--- src/rtl/gpu_multi_raster_dispatch.sv ---
// Command decoder/dispatcher for NUM_RASTER raster units and one tile writer.
// Broadcasts register writes, hands out START round-robin, orders tile writes, keeps perf counters.
module gpu_multi_raster_dispatch #(
    parameter int unsigned NUM_RASTER = 2,
    parameter int unsigned CNT_W      = 32
) (
    input  logic                  gpu_clk_i,
    input  logic                  gpu_rst_ni,
    input  logic                  cmd_valid_i,
    output logic                  cmd_ready_o,
    input  logic [7:0]            cmd_addr_i,
    input  logic [31:0]           cmd_data_i,
    output logic [NUM_RASTER-1:0] ras_reg_wren_o,
    output logic [3:0]            ras_reg_addr_o,
    output logic [31:0]           ras_reg_data_o,
    output logic [NUM_RASTER-1:0] ras_start_o,
    input  logic [NUM_RASTER-1:0] ras_busy_i,
    output logic [NUM_RASTER-1:0] ras_clear_o,
    output logic [NUM_RASTER-1:0] ras_buf_sel_o,
    output logic                  wr_start_o,
    output logic [2:0]            wr_unit_o,
    output logic                  wr_buf_sel_o,
    output logic [31:0]           wr_addr_o,
    output logic [15:0]           wr_stride_o,
    input  logic                  wr_reading_i,
    input  logic                  wr_flushed_i,
    input  logic [2:0]            cnt_sel_i,
    output logic [CNT_W-1:0]      cnt_data_o
);

    localparam int unsigned NumCnt   = 5;
    localparam logic [2:0]  LastUnit = 3'(NUM_RASTER - 1);
    localparam logic [3:0]  FullCnt  = 4'(NUM_RASTER);

    logic [2:0]            cur_q, cur_d, wr_q, wr_d;
    logic [3:0]            outst_q, outst_d;
    logic [NUM_RASTER-1:0] buf_sel_q, buf_sel_d, clear_q, clear_d, mask_q, mask_d;
    logic [31:0]           wr_addr_q, wr_addr_d;
    logic [15:0]           wr_stride_q, wr_stride_d;
    logic                  err_q, err_d;
    logic [CNT_W-1:0]      cnt_q [NumCnt];
    logic [CNT_W-1:0]      cnt_d [NumCnt];
    logic [CNT_W-1:0]      cnt_data_q, cnt_data_d;

    logic [NUM_RASTER-1:0] cur_oh, wr_oh;
    logic                  is_ctrl, fence_ok, stall, accept;
    logic                  do_start, do_write, do_err, do_reset;
    logic [3:0]            op;

    always_comb begin
        cur_oh = '0;
        wr_oh  = '0;
        for (int i = 0; i < NUM_RASTER; i++) begin
            cur_oh[i] = (cur_q == 3'(i));
            wr_oh[i]  = (wr_q == 3'(i));
        end
    end

    assign is_ctrl  = (cmd_addr_i == 8'h00);
    assign op       = cmd_data_i[3:0];
    assign fence_ok = wr_flushed_i && !wr_reading_i && (ras_busy_i == '0);

    always_comb begin
        stall = 1'b0;
        if (cmd_valid_i && is_ctrl) begin
            case (op)
                4'd0:       stall = (|(ras_busy_i & cur_oh)) || (outst_q == FullCnt);
                4'd2:       stall = (outst_q != 4'd0) && ((|(ras_busy_i & wr_oh)) || wr_reading_i);
                4'd4, 4'd5: stall = !fence_ok;
                default:    stall = 1'b0;
            endcase
        end
    end

    // Gating with the reset makes every strobe drop as soon as reset asserts.
    assign accept   = gpu_rst_ni && cmd_valid_i && !stall;
    assign do_start = accept && is_ctrl && (op == 4'd0);
    assign do_write = accept && is_ctrl && (op == 4'd2) && (outst_q != 4'd0);
    assign do_err   = accept && is_ctrl && (op == 4'd2) && (outst_q == 4'd0);
    assign do_reset = accept && is_ctrl && (op == 4'd5);

    assign cmd_ready_o    = !stall;
    assign ras_reg_wren_o = (accept && cmd_addr_i[7:4] == 4'h1) ? mask_q : '0;
    assign ras_reg_addr_o = cmd_addr_i[3:0];
    assign ras_reg_data_o = cmd_data_i;
    assign ras_start_o    = do_start ? cur_oh : '0;
    assign ras_clear_o    = clear_q;
    assign ras_buf_sel_o  = buf_sel_q;
    assign wr_start_o     = do_write;
    assign wr_unit_o      = wr_q;
    // The writer drains the half the unit just filled, i.e. the pre-toggle selection.
    assign wr_buf_sel_o   = |(buf_sel_q & wr_oh);
    assign wr_addr_o      = wr_addr_q;
    assign wr_stride_o    = wr_stride_q;
    assign cnt_data_o     = cnt_data_q;

    always_comb begin
        cur_d       = cur_q;
        wr_d        = wr_q;
        outst_d     = outst_q;
        buf_sel_d   = buf_sel_q;
        clear_d     = clear_q;
        mask_d      = mask_q;
        wr_addr_d   = wr_addr_q;
        wr_stride_d = wr_stride_q;
        err_d       = err_q;
        if (accept && cmd_addr_i == 8'h01) wr_addr_d = cmd_data_i;
        if (accept && cmd_addr_i == 8'h02) wr_stride_d = cmd_data_i[15:0];
        if (accept && cmd_addr_i == 8'h03) mask_d = cmd_data_i[NUM_RASTER-1:0];
        if (do_start) begin
            clear_d = clear_q & ~cur_oh;
            cur_d   = (cur_q == LastUnit) ? 3'd0 : cur_q + 3'd1;
            outst_d = outst_q + 4'd1;
        end
        if (do_write) begin
            buf_sel_d = buf_sel_q ^ wr_oh;
            clear_d   = clear_q | wr_oh;
            wr_d      = (wr_q == LastUnit) ? 3'd0 : wr_q + 3'd1;
            outst_d   = outst_q - 4'd1;
        end
        if (do_err) err_d = 1'b1;
        if (do_reset) begin
            cur_d   = 3'd0;
            wr_d    = 3'd0;
            outst_d = 4'd0;
            err_d   = 1'b0;
            clear_d = '1;
        end
    end

    always_comb begin
        cnt_d[0] = cnt_q[0] + CNT_W'(1'b1);
        cnt_d[1] = cnt_q[1] + CNT_W'(ras_busy_i != '0);
        cnt_d[2] = cnt_q[2] + CNT_W'(wr_reading_i);
        cnt_d[3] = cnt_q[3] + CNT_W'(!cmd_valid_i);
        cnt_d[4] = cnt_q[4] + CNT_W'(cmd_valid_i && stall);
        if (do_reset) begin
            for (int i = 0; i < NumCnt; i++) cnt_d[i] = '0;
        end
        case (cnt_sel_i)
            3'd0:    cnt_data_d = cnt_q[0];
            3'd1:    cnt_data_d = cnt_q[1];
            3'd2:    cnt_data_d = cnt_q[2];
            3'd3:    cnt_data_d = cnt_q[3];
            3'd4:    cnt_data_d = cnt_q[4];
            3'd5:    cnt_data_d = CNT_W'(outst_q);
            3'd6:    cnt_data_d = CNT_W'({err_q, cur_q, wr_q});
            default: cnt_data_d = '0;
        endcase
    end

    always_ff @(posedge gpu_clk_i or negedge gpu_rst_ni) begin
        if (!gpu_rst_ni) begin
            cur_q       <= 3'd0;
            wr_q        <= 3'd0;
            outst_q     <= 4'd0;
            buf_sel_q   <= '0;
            clear_q     <= '1;
            mask_q      <= '1;
            wr_addr_q   <= '0;
            wr_stride_q <= '0;
            err_q       <= 1'b0;
            cnt_data_q  <= '0;
            for (int i = 0; i < NumCnt; i++) cnt_q[i] <= '0;
        end else begin
            cur_q       <= cur_d;
            wr_q        <= wr_d;
            outst_q     <= outst_d;
            buf_sel_q   <= buf_sel_d;
            clear_q     <= clear_d;
            mask_q      <= mask_d;
            wr_addr_q   <= wr_addr_d;
            wr_stride_q <= wr_stride_d;
            err_q       <= err_d;
            cnt_data_q  <= cnt_data_d;
            for (int i = 0; i < NumCnt; i++) cnt_q[i] <= cnt_d[i];
        end
    end

endmodule

--- config.mk ---
export PLATFORM = sky130hd
export DESIGN_NAME = gpu_multi_raster_dispatch
export DESIGN_NICKNAME = d
export VERILOG_FILES = /design/src/rtl/gpu_multi_raster_dispatch.sv
export SDC_FILE = /design/constraint.sdc
export NUM_CORES = 1
export LEC_CHECK = 0
export CAP_MARGIN = 20
export CORE_MARGIN = 8
export CORE_UTILIZATION = 55
export DETAILED_ROUTE_END_ITERATION = 8
export DONT_BUFFER_PORTS = 1
export GPL_TIMING_DRIVEN = 0
export PLACE_DENSITY = 0.74
export SYNTH_ARGS = -nofsm -noshare
export SYNTH_HDL_FRONTEND = slang
export SYNTH_SLANG_ARGS = --single-unit
--- constraint.sdc ---
create_clock -name gpu_clk_i -period 3.2 [get_ports gpu_clk_i]
set_input_delay 0.48 -clock gpu_clk_i [delete_from_list [all_inputs] [get_ports gpu_clk_i]]
set_output_delay 0.48 -clock gpu_clk_i [all_outputs]
set_load 0.01 [all_outputs]
==> results of run 1 <==
[report_power, final]
group	internal [W]	leakage, nW	switching, W
registers	0.00346	3.48	0.000296
logic	0.000300	2.63	0.000281
clock network	0.00193	0.456	0.00125
[cells in the mapped netlist (3+ instances only)]
cell | count | area, um2
or3_1 | 24 | 150
and3_1 | 18 | 113
nor4b_1 | 4 | 35.0
nand4_1 | 37 | 231
inv_1 | 44 | 165
dfstp_2 | 4 | 105
nand2b_1 | 4 | 25.0
and2_1 | 6 | 37.5
dfrtp_1 | 253 | 6330
nand3b_1 | 3 | 22.5
mux4_2 | 28 | 631
a31oi_1 | 3 | 18.8
ha_1 | 13 | 163
or4_1 | 3 | 22.5
mux2_2 | 56 | 631
and4_1 | 13 | 114
clkbuf_1 | 23 | 86.3
buf_2 | 16 | 80.1
nor2b_1 | 14 | 87.6
xor2_1 | 76 | 666
nor3b_1 | 3 | 22.5
buf_4 | 36 | 270
xnor2_1 | 57 | 499
mux2i_1 | 12 | 120
nor3_1 | 24 | 120
nor4_1 | 10 | 62.6
or2_2 | 4 | 25.0
nor2_1 | 181 | 679
a21oi_1 | 32 | 160
nand3_1 | 56 | 280
o21ai_0 | 52 | 260
nand2_1 | 88 | 330
buf_1 | 5 | 18.8
[what timing repair did]
item,CTS,global route
setup endpoints to repair,15,15
gates cloned,1,0
pin swaps,7,11
resized for setup,9,19
buffers inserted,9,6
endpoints found under the hold margin,257,257
[flip-flops by register name, summed over array words and instances (netlist names)]
signal and cells:
cnt_q 160, cnt_data_o 32, wr_addr_o 32, wr_stride_o 16, outst_q 4, cur_q 3
wr_unit_o 3, mask_q 2, ras_buf_sel_o 2, ras_clear_o 2, err_q 1
[cells in the final DEF, fill, tap and decap left out, drive strengths merged, types with 3 or more instances in the layout]
cell type / synthesis / layout
nand3b: 3 / 3
nand3: 56 / 56
and3: 18 / 18
and4: 13 / 13
mux4: 28 / 28
or2: 5 / 5
nor4: 13 / 13
nor4b: 4 / 4
a31oi: 3 / 3
ha: 13 / 13
buf: 58 / 74
dfstp: 4 / 4
dfrtp: 253 / 253
nor2: 181 / 181
clkbuf: 23 / 58
xor2: 76 / 76
nand2: 88 / 88
or4: 3 / 3
xnor2: 57 / 57
nand2b: 4 / 4
inv: 44 / 45
nor2b: 14 / 14
and2: 7 / 7
nor3b: 4 / 4
clkinv: 0 / 7
mux2i: 12 / 12
nor3: 27 / 27
mux2: 57 / 57
nand4: 38 / 38
a21oi: 32 / 32
o21ai: 53 / 53
or3: 25 / 25
bufinv: 0 / 3
[per-layer routing]
metal | vias up | track usage, %
met3 | 57 | 2.77
met5 | - | 0
met2 | 332 | 35.1
li1 | 4309 | -
met1 | 4714 | 29.8
met4 | 0 | 5.85
[worst max-delay path: stages, from the launching register on]
cell and delay (ns):
dfrtp_1 0.51, nor4b_2 0.35, o21ai_1 0.19, o21a_1 0.22
a31oi_4 0.26, ha_4 0.18, ha_4 0.14, nand4_1 0.17
nor3_4 0.25, nand4_1 0.22, clkbuf_8 0.23, or3_4 0.36
a21oi_2 0.14
[area by class of cell]
type	instances	area, um2
clock inverters	12	141
flip-flops and latches	257	6440
inverters	44	165
multi-input cells	851	5990
clock buffers	38	777
repair buffers	16	120
fillers	1860	8750
plain buffers	78	472
well taps	319	399
[stage by stage]
step | setup TNS, ns | setup slack [ns] | instances
2_1_floorplan | -0.0400 | -0.0400 | 1233
3_3_place_gp | -9.42 | -0.731 | 1552
3_5_place_dp | -9.20 | -0.708 | 1553
4_1_cts | 0 | 0.00915 | 1612
5_1_grt | -0.753 | -0.184 | 1615
6_report | -0.247 | -0.107 | 1615
[kinds of logic after synthesis]
group                    Yosys count
AND/OR/NAND/NOR                  505
flip-flops                       257
XOR/XNOR                         133
buffers and inverters            125
AO/OA/AOI/OAI                    103
multiplexers                      97
adder cells (fa/ha/maj)           13
[how the worst min path moves through the flow]
stage,cells after the start,endpoint,slack (ns)
global placement,0,cnt_q[84],0.20
floorplan,0,cnt_data_o[0],0.18
finish,0,cnt_q[84],-0.33
global route,0,cnt_q[85],-0.35
detailed placement,0,cnt_q[84],0.20
CTS,0,cnt_q[107],-0.36
==> out/qor.yml, run 1 <==
critical_path:
  reg2reg_depth: 12
  timing.rr.start: "outst_q[1]"
  rr_endpoint: "cnt_q[24]"
  cp.required_ns: 3.65
  critPathKind: "reg2reg"
  worstSetupEndpointType: "flop"
  cp.arrival_ns: 3.76
  crit_fanout: 8
  reg2reg_slack_ns: -0.11
  crit_end: "cnt_q[24]"
  crit_start: "outst_q[1]"
  start_kind: "flop"
timing:
  period_share_pct: 103
  tightest_slew_ns: 1.03
  max_freq_mhz: 302
  finalHoldViolCount: 256
  slew_headroom_pct: 30.5
  maxSlewViolCount: 0
  finalClockSkew_ns: 0.0134
  holdWs_ns: -0.328
  grt_setup_unrepaired: "yes"
  setup_viol: 3
  fin_crit_ns: 3.31
  finalWorstSetupSlack_ns: -0.107
synthesis:
  synth-seq-cells: 257
  synth_cell_types: 57
  synth_compound_area_share_pct: 4.58
  syn-num-nets: 1296
  synth_area_um2: 12900
  synth.yosys.warnings: 0
  syn_inst: 1233
  synth_ff_type: "dfrtp_1"
  syn_avg_cell_area_um2: 10.5
  synth_top_family_by_area: "simple AND/OR/NAND/NOR gates"
  synth_xor_area_share_pct: 9.03
  synth_edf_count: 0
  synth-simple-area-share_pct: 19.5
  async_flop_share_pct: 100
  seq_area_frac_synth_pct: 49.9
  synthMuxAreaShare_pct: 10.8
  synth_fa_ha_area_share_pct: 1.26
placement:
  port_buffers: 0
  hpwl_mm: 22.4
  gp_congestion: 0.886
  dpl_cell_area_um2: 13400
route:
  wl_met3_mm: 2.00
  vias: 9412
  drc: 0
  drt_iter0_markers: 953
  routed.top_layer: "met4"
  wl_met2_mm: 15.5
  vias_per_cell: 5.83
  wl_per_cell_um: 19.6
  ant_nets: 0
  drtPass1Iterations: 5
  wl_met1_mm: 13.5
  routed_wl_mm: 31.7
global_route:
  grt_max_degree: 259
  grt_pass1_wl_mm: 49.6
  antenna_found_initial: 0
  grt_usage_pct: 21.5
  grt_remaining_overflow: 0
  grt_pass1_vias: 9109
floorplan:
  dieWidth_um: 169
  start_util_pct: 55.4
  die_h_um: 169
  num_io_pins: 180
  coreArea_um2: 23300
  rows: 56
  dieArea_um2: 28600
layout:
  fin_nets: 1338
  antennaDiodeCount: 0
  drive_gt1_share_pct: 18.8
  areaGrowthSynthToFinish_pct: 12.5
  final_cell_area_um2: 14500
  final_util_pct: 62.4
job:
  maxCapViolations: 0
clock_tree:
  clock_path_buffers: 3
  cts_sinks: 257
  cts.clk_slew.worst_paths_ns: 0.06
  cts_buffers: 27
  clockRootBuffer: "clkbuf_16"
  cts_tree: "done"
  h-tree-depth: 1
  clock_latency_ns: 0.53
power:
  power.density_nw_per_um2: 518
  p_total_w: 0.00752
  leakage_nw: 6.56
  peakVddDrop_mv: 0.355
min_path:
  min_path_type: "in2async"
status:
  violations: "negative hold slack, negative setup slack"
  status: "complete, but fails checks"
(Power assumes the default switching activity.)
==> run 2: changes to the inputs <==
--- a/config.mk
+++ b/config.mk
@@ -6,12 +6,14 @@
 export NUM_CORES = 1
 export LEC_CHECK = 0
 export CAP_MARGIN = 20
+export CELL_PAD_IN_SITES_DETAIL_PLACEMENT = 0
+export CELL_PAD_IN_SITES_GLOBAL_PLACEMENT = 1
 export CORE_MARGIN = 8
-export CORE_UTILIZATION = 55
+export CORE_UTILIZATION = 40
 export DETAILED_ROUTE_END_ITERATION = 8
 export DONT_BUFFER_PORTS = 1
 export GPL_TIMING_DRIVEN = 0
-export PLACE_DENSITY = 0.74
+export PLACE_DENSITY_LB_ADDON = 0.3
 export SYNTH_ARGS = -nofsm -noshare
 export SYNTH_HDL_FRONTEND = slang
 export SYNTH_SLANG_ARGS = --single-unit
==> out/qor.yml, run 2 (synthesis gave the netlist of run 1 again) <==
layout:
  nFillCells: 2949  # was 1,860
  final_cell_mix: "dfrtp_1 (250), nor2_1 (180), nand2_1 (88)"  # unchanged
  areaGrowthSynthToFinish_pct: 13.0  # was 12.5%
  drive_gt1_share_pct: 18.4  # was 18.8%
  fin_nets: 1343  # was 1,338
  largest-register: "cnt_q"  # unchanged
  final_cell_area_um2: 14600  # was 14,500 um2
  largest_reg_flops: 160  # unchanged
  mostFrequentLayoutCell: "dfrtp_1"  # unchanged
  antennaDiodeCount: 0  # unchanged
timing:
  max_freq_mhz: 315  # was 302 MHz
  finalHoldViolCount: 253  # was 256
  tightest_slew_ns: 1.04  # was 1.03 ns
  slew_headroom_pct: 30.1  # was 30.5%
  fin_crit_ns: 3.18  # was 3.31 ns
  finalClockSkew_ns: 0.0146  # was 0.0134 ns
  period_share_pct: 99.2  # was 103%
  setup_viol: 0  # was 3
  maxSlewViolCount: 0  # unchanged
  grt_setup_unrepaired: "yes"  # unchanged
  holdWs_ns: -0.344  # was -0.328 ns
route:
  vias: 9119  # was 9,412
  vias_per_cell: 5.36  # was 5.83
  routed_wl_mm: 33.6  # was 31.7 mm
  drc: 0  # unchanged
  drt_iter0_markers: 740  # was 953
  drtPass1Iterations: 5  # unchanged
  wl_per_cell_um: 19.8  # was 19.6 um
  ant_nets: 0  # unchanged
min_path:
  min_path_type: "in2async"  # unchanged
placement:
  port_buffers: 0  # unchanged
  gp_congestion: 0.813  # was 0.886
  dpl_cell_area_um2: 13500  # was 13,400 um2
  hpwl_mm: 24.4  # was 22.4 mm
global_route:
  grt_pass1_wl_mm: 52.8  # was 49.6 mm
  grt_remaining_overflow: 0  # unchanged
  antenna_found_initial: 0  # unchanged
  grt_pass1_vias: 8870  # was 9,109
  grt_max_degree: 259  # unchanged
  grt_usage_pct: 17.2  # was 21.5%
critical_path:
  reg2reg_depth: 13  # was 12
  crit_fanout: 5  # was 8
  cp.required_ns: 3.67  # was 3.65 ns
  cpMaxStageDelayCell: "dfrtp_2"  # was dfrtp_1
  critPathTopFamily: "simple AND/OR/NAND/NOR gates"  # unchanged
  start_kind: "flop"  # unchanged
  critPathKind: "reg2reg"  # unchanged
  max_stage_delay_ns: 0.44  # was 0.51 ns
  path_buf_inv: 2  # was 1
  cp.arrival_ns: 3.64  # was 3.76 ns
  reg2reg_slack_ns: 0.02  # was -0.11 ns
  path_cells: "buf_6 > mux2_4 > a21oi_2 > or3_4 > a31oi_4 > ha_4 > ha_4 > nand4_1 > nor3_4 > nand4_1 > clkbuf_8 > or3_4 > a21oi_2"  # was nor4b_2 > o21ai_1 > o21a_1 > a31oi_4 > ha_4 > ha_4 > nand4_1 > nor3_4 > nand4_1 > clkbuf_8 > or3_4 > a21oi_2
  cp.depth: 13  # was 12
  worstSetupEndpointType: "flop"  # unchanged
status:
  violations: "negative hold slack"  # was negative hold slack, negative setup slack
  status: "complete, but fails checks"  # unchanged
clock_tree:
  cts_sinks: 257  # unchanged
  clock_latency_ns: 0.54  # was 0.53 ns
  cts_buffers: 29  # was 27
  cts_tree: "done"  # unchanged
  clockRootBuffer: "clkbuf_16"  # unchanged
  clock_path_buffers: 3  # unchanged
  h-tree-depth: 1  # unchanged
  cts.clk_slew.worst_paths_ns: 0.06  # about the same
floorplan:
  coreArea_um2: 31600  # was 23,300 um2
  start_util_pct: 40.8  # was 55.4%
  rows: 65  # was 56
  dieWidth_um: 196  # was 169 um
  dieArea_um2: 38200  # was 28,600 um2
  die_h_um: 196  # was 169 um
  num_io_pins: 180  # unchanged
power:
  peakVddDrop_mv: 0.374  # was 0.355 mV
  leakage_nw: 6.55  # was 6.56 nW
  power.density_nw_per_um2: 510  # was 518 nW/um2
job:
  maxCapViolations: 0  # unchanged
[run 2: changes by cell type in the layout (fill, tap and decap cells not counted), moves of 2 or more]
cell and change:
clkbuf_1 +4, bufinv_16 -3, clkbuf_16 +2, clkinv_2 -2
[run 2: metrics by stage]
stage	setup TNS [ns]	setup slack, ns	cells	total power, W	util (%)
4_1_cts	0	0.00566	1696	0.00753	45.7
3_5_place_dp	-12.21	-0.889	1636	0.00438	42.6
3_3_place_gp	-13.98	-0.976	1635	0.00436	42.6
5_1_grt	-0.579	-0.105	1701	0.00777	46.1
2_1_floorplan	-0.0400	-0.0400	1233	0.00418	-
6_report	0	0.0241	1701	0.00742	46.1
[run 2: layer usage]
metal  vias up  part of all wire, %  GRT usage (%)  wire length, um
met3        32                  5.5           2.87             1860
met5         -                    0              0                0
met1      4573                   47           25.1            15800
met2       196                   46           26.6            15600
li1       4318                    -              -                -
met4         0                  1.1           3.03              370
[run 2: repair_timing]
item / 4_1_cts / 5_1_grt
pin swaps: 6 / 9
setup buffers: 11 / 6
gates cloned: 1 / 0
setup endpoints to repair: 15 / 28
resized for setup: 8 / 15
hold endpoints to repair: 257 / 257
[run 2: layout make-up]
| class | instances | area, um2 | area share, % |
|---|---|---|---|
| multi-input combinational | 851 | 5970 | 41.0 |
| tap | 402 | 503 | 3.45 |
| clock buffer | 44 | 842 | 5.78 |
| buffer | 78 | 472 | 3.24 |
| sequential | 257 | 6440 | 44.2 |
| clock inverter | 6 | 33.8 | 0.232 |
| timing repair buffer | 19 | 140 | 0.962 |
| inverter | 44 | 165 | 1.13 |
[run 2: worst reg2reg max path, cell delays in order (launching register included)]
cell and delay, ns:
dfrtp_2 0.44, buf_6 0.14, mux2_4 0.21, a21oi_2 0.06, or3_4 0.42, a31oi_4 0.24, ha_4 0.19, ha_4 0.14
nand4_1 0.15, nor3_4 0.26, nand4_1 0.18, clkbuf_8 0.20, or3_4 0.33, a21oi_2 0.14
[run 2: path summary, 6_finish.rpt]
path,from,end
worst max-delay path,wr_unit_o[0],cnt_q[24]
worst min register to register,cnt_q[13],cnt_data_o[13]
max in group asynchronous,gpu_rst_ni,wr_unit_o[1]
min in group gpu_clk_i,cmd_data_i[22],wr_addr_o[22]
worst max register to register,wr_unit_o[0],cnt_q[24]
worst min-delay path,gpu_rst_ni,cnt_q[88]
[run 2: report_power, final]
part | internal [W] | switching, W | leakage, nW
Sequential | 0.00346 | 0.000301 | 3.48
Clock | 0.00179 | 0.00130 | 0.435
Combinational | 0.000298 | 0.000275 | 2.64
Total | 0.00555 | 0.00187 | 6.55
==> variant 1 (flow settings as in run 1) <==
The output `cnt_data_o` loses its register stage (`cnt_data_q` becomes a continuous assignment).
--- a/src/rtl/gpu_multi_raster_dispatch.sv
+++ b/src/rtl/gpu_multi_raster_dispatch.sv
@@ -160,7 +160,6 @@
             wr_addr_q   <= '0;
             wr_stride_q <= '0;
             err_q       <= 1'b0;
-            cnt_data_q  <= '0;
             for (int i = 0; i < NumCnt; i++) cnt_q[i] <= '0;
         end else begin
             cur_q       <= cur_d;
@@ -172,10 +171,11 @@
             wr_addr_q   <= wr_addr_d;
             wr_stride_q <= wr_stride_d;
             err_q       <= err_d;
-            cnt_data_q  <= cnt_data_d;
             for (int i = 0; i < NumCnt; i++) cnt_q[i] <= cnt_d[i];
         end
     end
 
+    assign cnt_data_q = cnt_data_d;
+
 endmodule
 
Behaviour: not the same (a bounded check fails within 4 cycles, from zero or initial values and one cycle with gpu_rst_ni low).
==> variant 1 against run 1 <==
  * Synthesized area decreased by 6.2%
  * The flow finishes with violations (negative hold slack)
  * Critical path depth up 1
  * Critical path type unchanged
  * Power shrank 9.2%
  * Cell area shrank 6.7%
  * Setup slack better by 0.11 ns
  * Utilization is essentially flat
  * Wire length fell by 3.2%
  * First-iteration DRC count rose by 8.7%
  * Sequential cell count shrank 32
==> variant 1: results (changes against run 1) <==
STA
  – Max_slew headroom: 29.32% (was 30.54%)
  – Final hold violation count: 223 (was 256)
  – Min Clock Period, post-route: 3.195 ns (was 3.307 ns)
  – Clock Skews: 0.03382 ns (was 0.01336 ns)
  – Hold slack final: -0.3080 ns (was -0.3281 ns)

Drt
  – First-iteration detailed-routing DRC count: 1036 (was 953)
  – Avg WL per Cell: 20.01 um (was 19.62 um)
  – Wire length on met1: 12.68 mm (was 13.48 mm)
  – Met3 WL: 2.912 mm (was 1.999 mm)
  – Detail Route met2 WL: 14.44 mm (was 15.51 mm)

Yosys
  – Total number of yosys warnings: 0 (unchanged)
  – Top cells by instance count after synthesis: sky130_fd_sc_hd__dfrtp_1, sky130_fd_sc_hd__nor2_1, sky130_fd_sc_hd__nand2_1 (unchanged)
  – Area fraction in compound gates after synthesis: 4.883% (was 4.580%)
  – Ranking of synthesized cells by area: sky130_fd_sc_hd__dfrtp_1, sky130_fd_sc_hd__nor2_1, sky130_fd_sc_hd__xor2_1 (unchanged)
  – Post-synthesis share of cell area spent on xor and xnor gates: 9.632% (was 9.034%)
  – Gate count after technology mapping: 1201 (was 1233)
  – Post-synthesis sequential area ratio: 46.60% (was 49.91%)
  – Top flip-flop cell by instance count after synthesis: sky130_fd_sc_hd__dfrtp_1 (unchanged)
  – Portion of netlist area occupied by mux cells: 11.55% (was 10.83%)

GRT
  – Number of global-route vias before repair: 8858 (was 9109)
  – Pin count of the biggest net entering global routing: 227 (was 259)
  – Total track usage: 22.22% (was 21.47%)
  – Met2 demand-to-capacity share in global routing: 35.17% (was 35.10%)
  – GRT met3 Usage: 4.236% (was 2.772%)
  – Wire length of the first global-routing pass: 47.91 mm (was 49.62 mm)

Status
  – Outcome: finished with violations (unchanged)
  – Violations in the final reports: negative hold slack (was negative hold slack, negative setup slack)

Setup path
  – Largest fanout of any net on the critical path: 5 (was 8)
  – Reg-to-reg setup timing slack: 0.005 ns (was -0.11 ns)
  – Capture point of the worst path: cnt_q[28] (was cnt_q[24])
  – Crit path from: wr_unit_o[0] (was outst_q[1])
  – Crit path largest cell delay: 0.43 ns (was 0.51 ns)
  – Highest-delay cell along the critical path: sky130_fd_sc_hd__dfrtp_2 (was sky130_fd_sc_hd__dfrtp_1)

Cells and area
  – Final instance count without filler cells: 1534 (was 1615)
  – Layout cells sized above 1: 18.66% (was 18.75%)
  – Number of nets in the final layout: 1299 (was 1338)

Power
  – Leak: 6.060 nW (was 6.557 nW)
  – Switching share of total power: 25.17% (was 24.32%)
  – Worst supply voltage drop on vdd: 0.0003597 V (was 0.0003549 V)

Placed design
  – RePlAce Congestion: 0.8942 (was 0.8858)
  – Instance area at placement: 12520 um2 (was 13370 um2)
  – Detail Placement HPWL: 22.16 mm (was 22.41 mm)
  – Pre-CTS setup slack: -0.6953 ns (was -0.7079 ns)

Clock network
  – Cts repair resizes: 10 (was 9)
  – Buffers inserted during post-CTS setup optimization: 7 (was 9)
  – Total clock buffers created by CTS: 25 (was 27)
variant 1: worst min path at each step:
stage	from	endpoint	slack (ns)
after detailed placement	gpu_rst_ni	cnt_q[83]	0.20
final	gpu_rst_ni	cnt_q[86]	-0.31
after global routing	gpu_rst_ni	cnt_q[83]	-0.33
after floorplan	gpu_rst_ni	cnt_q[0]	0.18
after global placement	gpu_rst_ni	cnt_q[83]	0.20
after CTS	gpu_rst_ni	cnt_q[125]	-0.35
variant 1: layout make-up:
class,instances,area [um2]
plain buffers,78,473.0
clock buffers,35,743.2
clock inverters,10,106.4
fillers,1697,8157
inverters,44,165.2
multi-input cells,851,5971
flip-flops and latches,225,5640
well taps,280,350.3
repair buffers,11,82.58
variant 1: power by group through the flow:
stage	registers [mW]	clock network (mW)	logic (mW)
2_1_floorplan	3.25	0	0.491
3_3_place_gp	3.33	0	0.568
3_5_place_dp	3.34	0	0.589
4_1_cts	3.29	2.98	0.599
5_1_grt	3.32	3.09	0.681
6_report	3.30	2.92	0.599
==> variant 2 (config.mk and constraints of run 1) <==
Without the edit above. The parameter `NUM_RASTER` goes from 2 to 4.
--- a/src/rtl/gpu_multi_raster_dispatch.sv
+++ b/src/rtl/gpu_multi_raster_dispatch.sv
@@ -1,7 +1,7 @@
 // Command decoder/dispatcher for NUM_RASTER raster units and one tile writer.
 // Broadcasts register writes, hands out START round-robin, orders tile writes, keeps perf counters.
 module gpu_multi_raster_dispatch #(
-    parameter int unsigned NUM_RASTER = 2,
+    parameter int unsigned NUM_RASTER = 4,
     parameter int unsigned CNT_W      = 32
 ) (
     input  logic                  gpu_clk_i,
Ports: changed (5 resized); port bits go from 180 to 190. The function was not compared with the original's and may differ.
==> variant 2 against run 1 <==
  * The run ends with negative hold slack left
  * Synthesized area up 4.2%
  * Sequential share of layout area down 0.29 points
  * Non-clock buffer count down 5
  * Sequential cell count up 6
  * Power up 3.9%
  * Wire length up 6.2%
  * Setup slack better by 0.28 ns
  * Combinational power up 9.0%
  * Cell area up 3.1%
==> variant 2: results (changes against run 1) <==
Yosys
  – Post-synthesis sequential area ratio: 49.05% (was 49.91%)
  – Gate count after technology mapping: 1281 (was 1233)
  – Ranking of synthesized cells by area: sky130_fd_sc_hd__dfrtp_1, sky130_fd_sc_hd__nor2_1, sky130_fd_sc_hd__xor2_1 (unchanged)
  – Adder-Cell Fraction of Synth Area: 2.142% (was 1.261%)
  – Post-synthesis share of cell area spent on xor and xnor gates: 9.843% (was 9.034%)
  – Area fraction in compound gates after synthesis: 3.539% (was 4.580%)
  – Portion of netlist area occupied by mux cells: 10.47% (was 10.83%)

STA
  – Clock Skews: 0.01932 ns (was 0.01336 ns)
  – Final hold violation count: 259 (was 256)
  – Max_slew headroom: 33.83% (was 30.54%)
  – Hold slack final: -0.3592 ns (was -0.3281 ns)

GRT
  – Total track usage: 22.59% (was 21.47%)
  – GRT met3 Usage: 3.836% (was 2.772%)

Drt
  – Avg WL per Cell: 20.27 um (was 19.62 um)
  – First-iteration detailed-routing DRC count: 923 (was 953)
  – Wire length on met1: 13.51 mm (was 13.48 mm)
  – Met3 WL: 2.827 mm (was 1.999 mm)
  – Detailed-route vias per instance: 5.747 (was 5.828)
  – Detail Route met2 WL: 16.17 mm (was 15.51 mm)

Setup path
  – Crit path largest cell delay: 0.47 ns (was 0.51 ns)
  – Highest-delay cell along the critical path: sky130_fd_sc_hd__dfrtp_2 (was sky130_fd_sc_hd__dfrtp_1)
  – Largest fanout of any net on the critical path: 6 (was 8)
  – Crit path from: wr_unit_o[1] (was outst_q[1])
  – Crit path DAT: 3.45 ns (was 3.76 ns)
  – Path depth of the worst reg2reg path: 15 (was 12)

Power
  – Worst supply voltage drop on vdd: 0.0003539 V (was 0.0003549 V)
  – Leak: 6.872 nW (was 6.557 nW)

Cells and area
  – Final instance count without filler cells: 1661 (was 1615)
  – Signal inverters: 55 (was 44)
  – Clk_buf instances: 41 (was 38)
  – Total of fill cells in the finished design: 1825 (was 1860)
  – Multi-input combinational cell count: 880 (was 851)
  – Layout cells sized above 1: 19.15% (was 18.75%)
  – Non-clock buffer total of the final layout: 89 (was 94)
  – Area taken by flip-flops and latches: 6594 um2 (was 6440 um2)
  – Number of nets in the final layout: 1391 (was 1338)

Status
  – Violations in the final reports: negative hold slack (was negative hold slack, negative setup slack)
  – Outcome: finished with violations (unchanged)

Placed design
  – Detail Placement HPWL: 24.64 mm (was 22.41 mm)
  – RePlAce Congestion: 0.8979 (was 0.8858)
[variant 2: cell types whose count changed after synthesis, sizes merged, moves of 8 or more]
cell,change
nor2,+42
or3,-23
o21ai,-18
a21oi,-16
nand2,+14
xnor2,+12
inv,+11
buf,+10
ha,+10
nor3,-10
clkbuf,-8
[variant 2: repair_timing]
action,in CTS,in global routing
resized for setup,11,17
setup buffers,3,3
setup endpoints to repair,26,22
pin swaps,3,8
endpoints found under the hold margin,263,263
[variant 2: stage by stage]
stage               cell area [um2]  setup slack, ns  hold slack (ns)  power (mW)  util (%)
floorplan                     13440           0.1698           0.1844       4.279         -
global placement              13840          -0.7616           0.1951       4.439     57.25
detailed placement            13840          -0.7536           0.1969       4.468     57.25
CTS                           14870         0.004375          -0.3731       7.858     61.50
global route                  14950         -0.04259          -0.3731       8.097     61.84
finish                        14950           0.1755          -0.3592       7.806     61.84
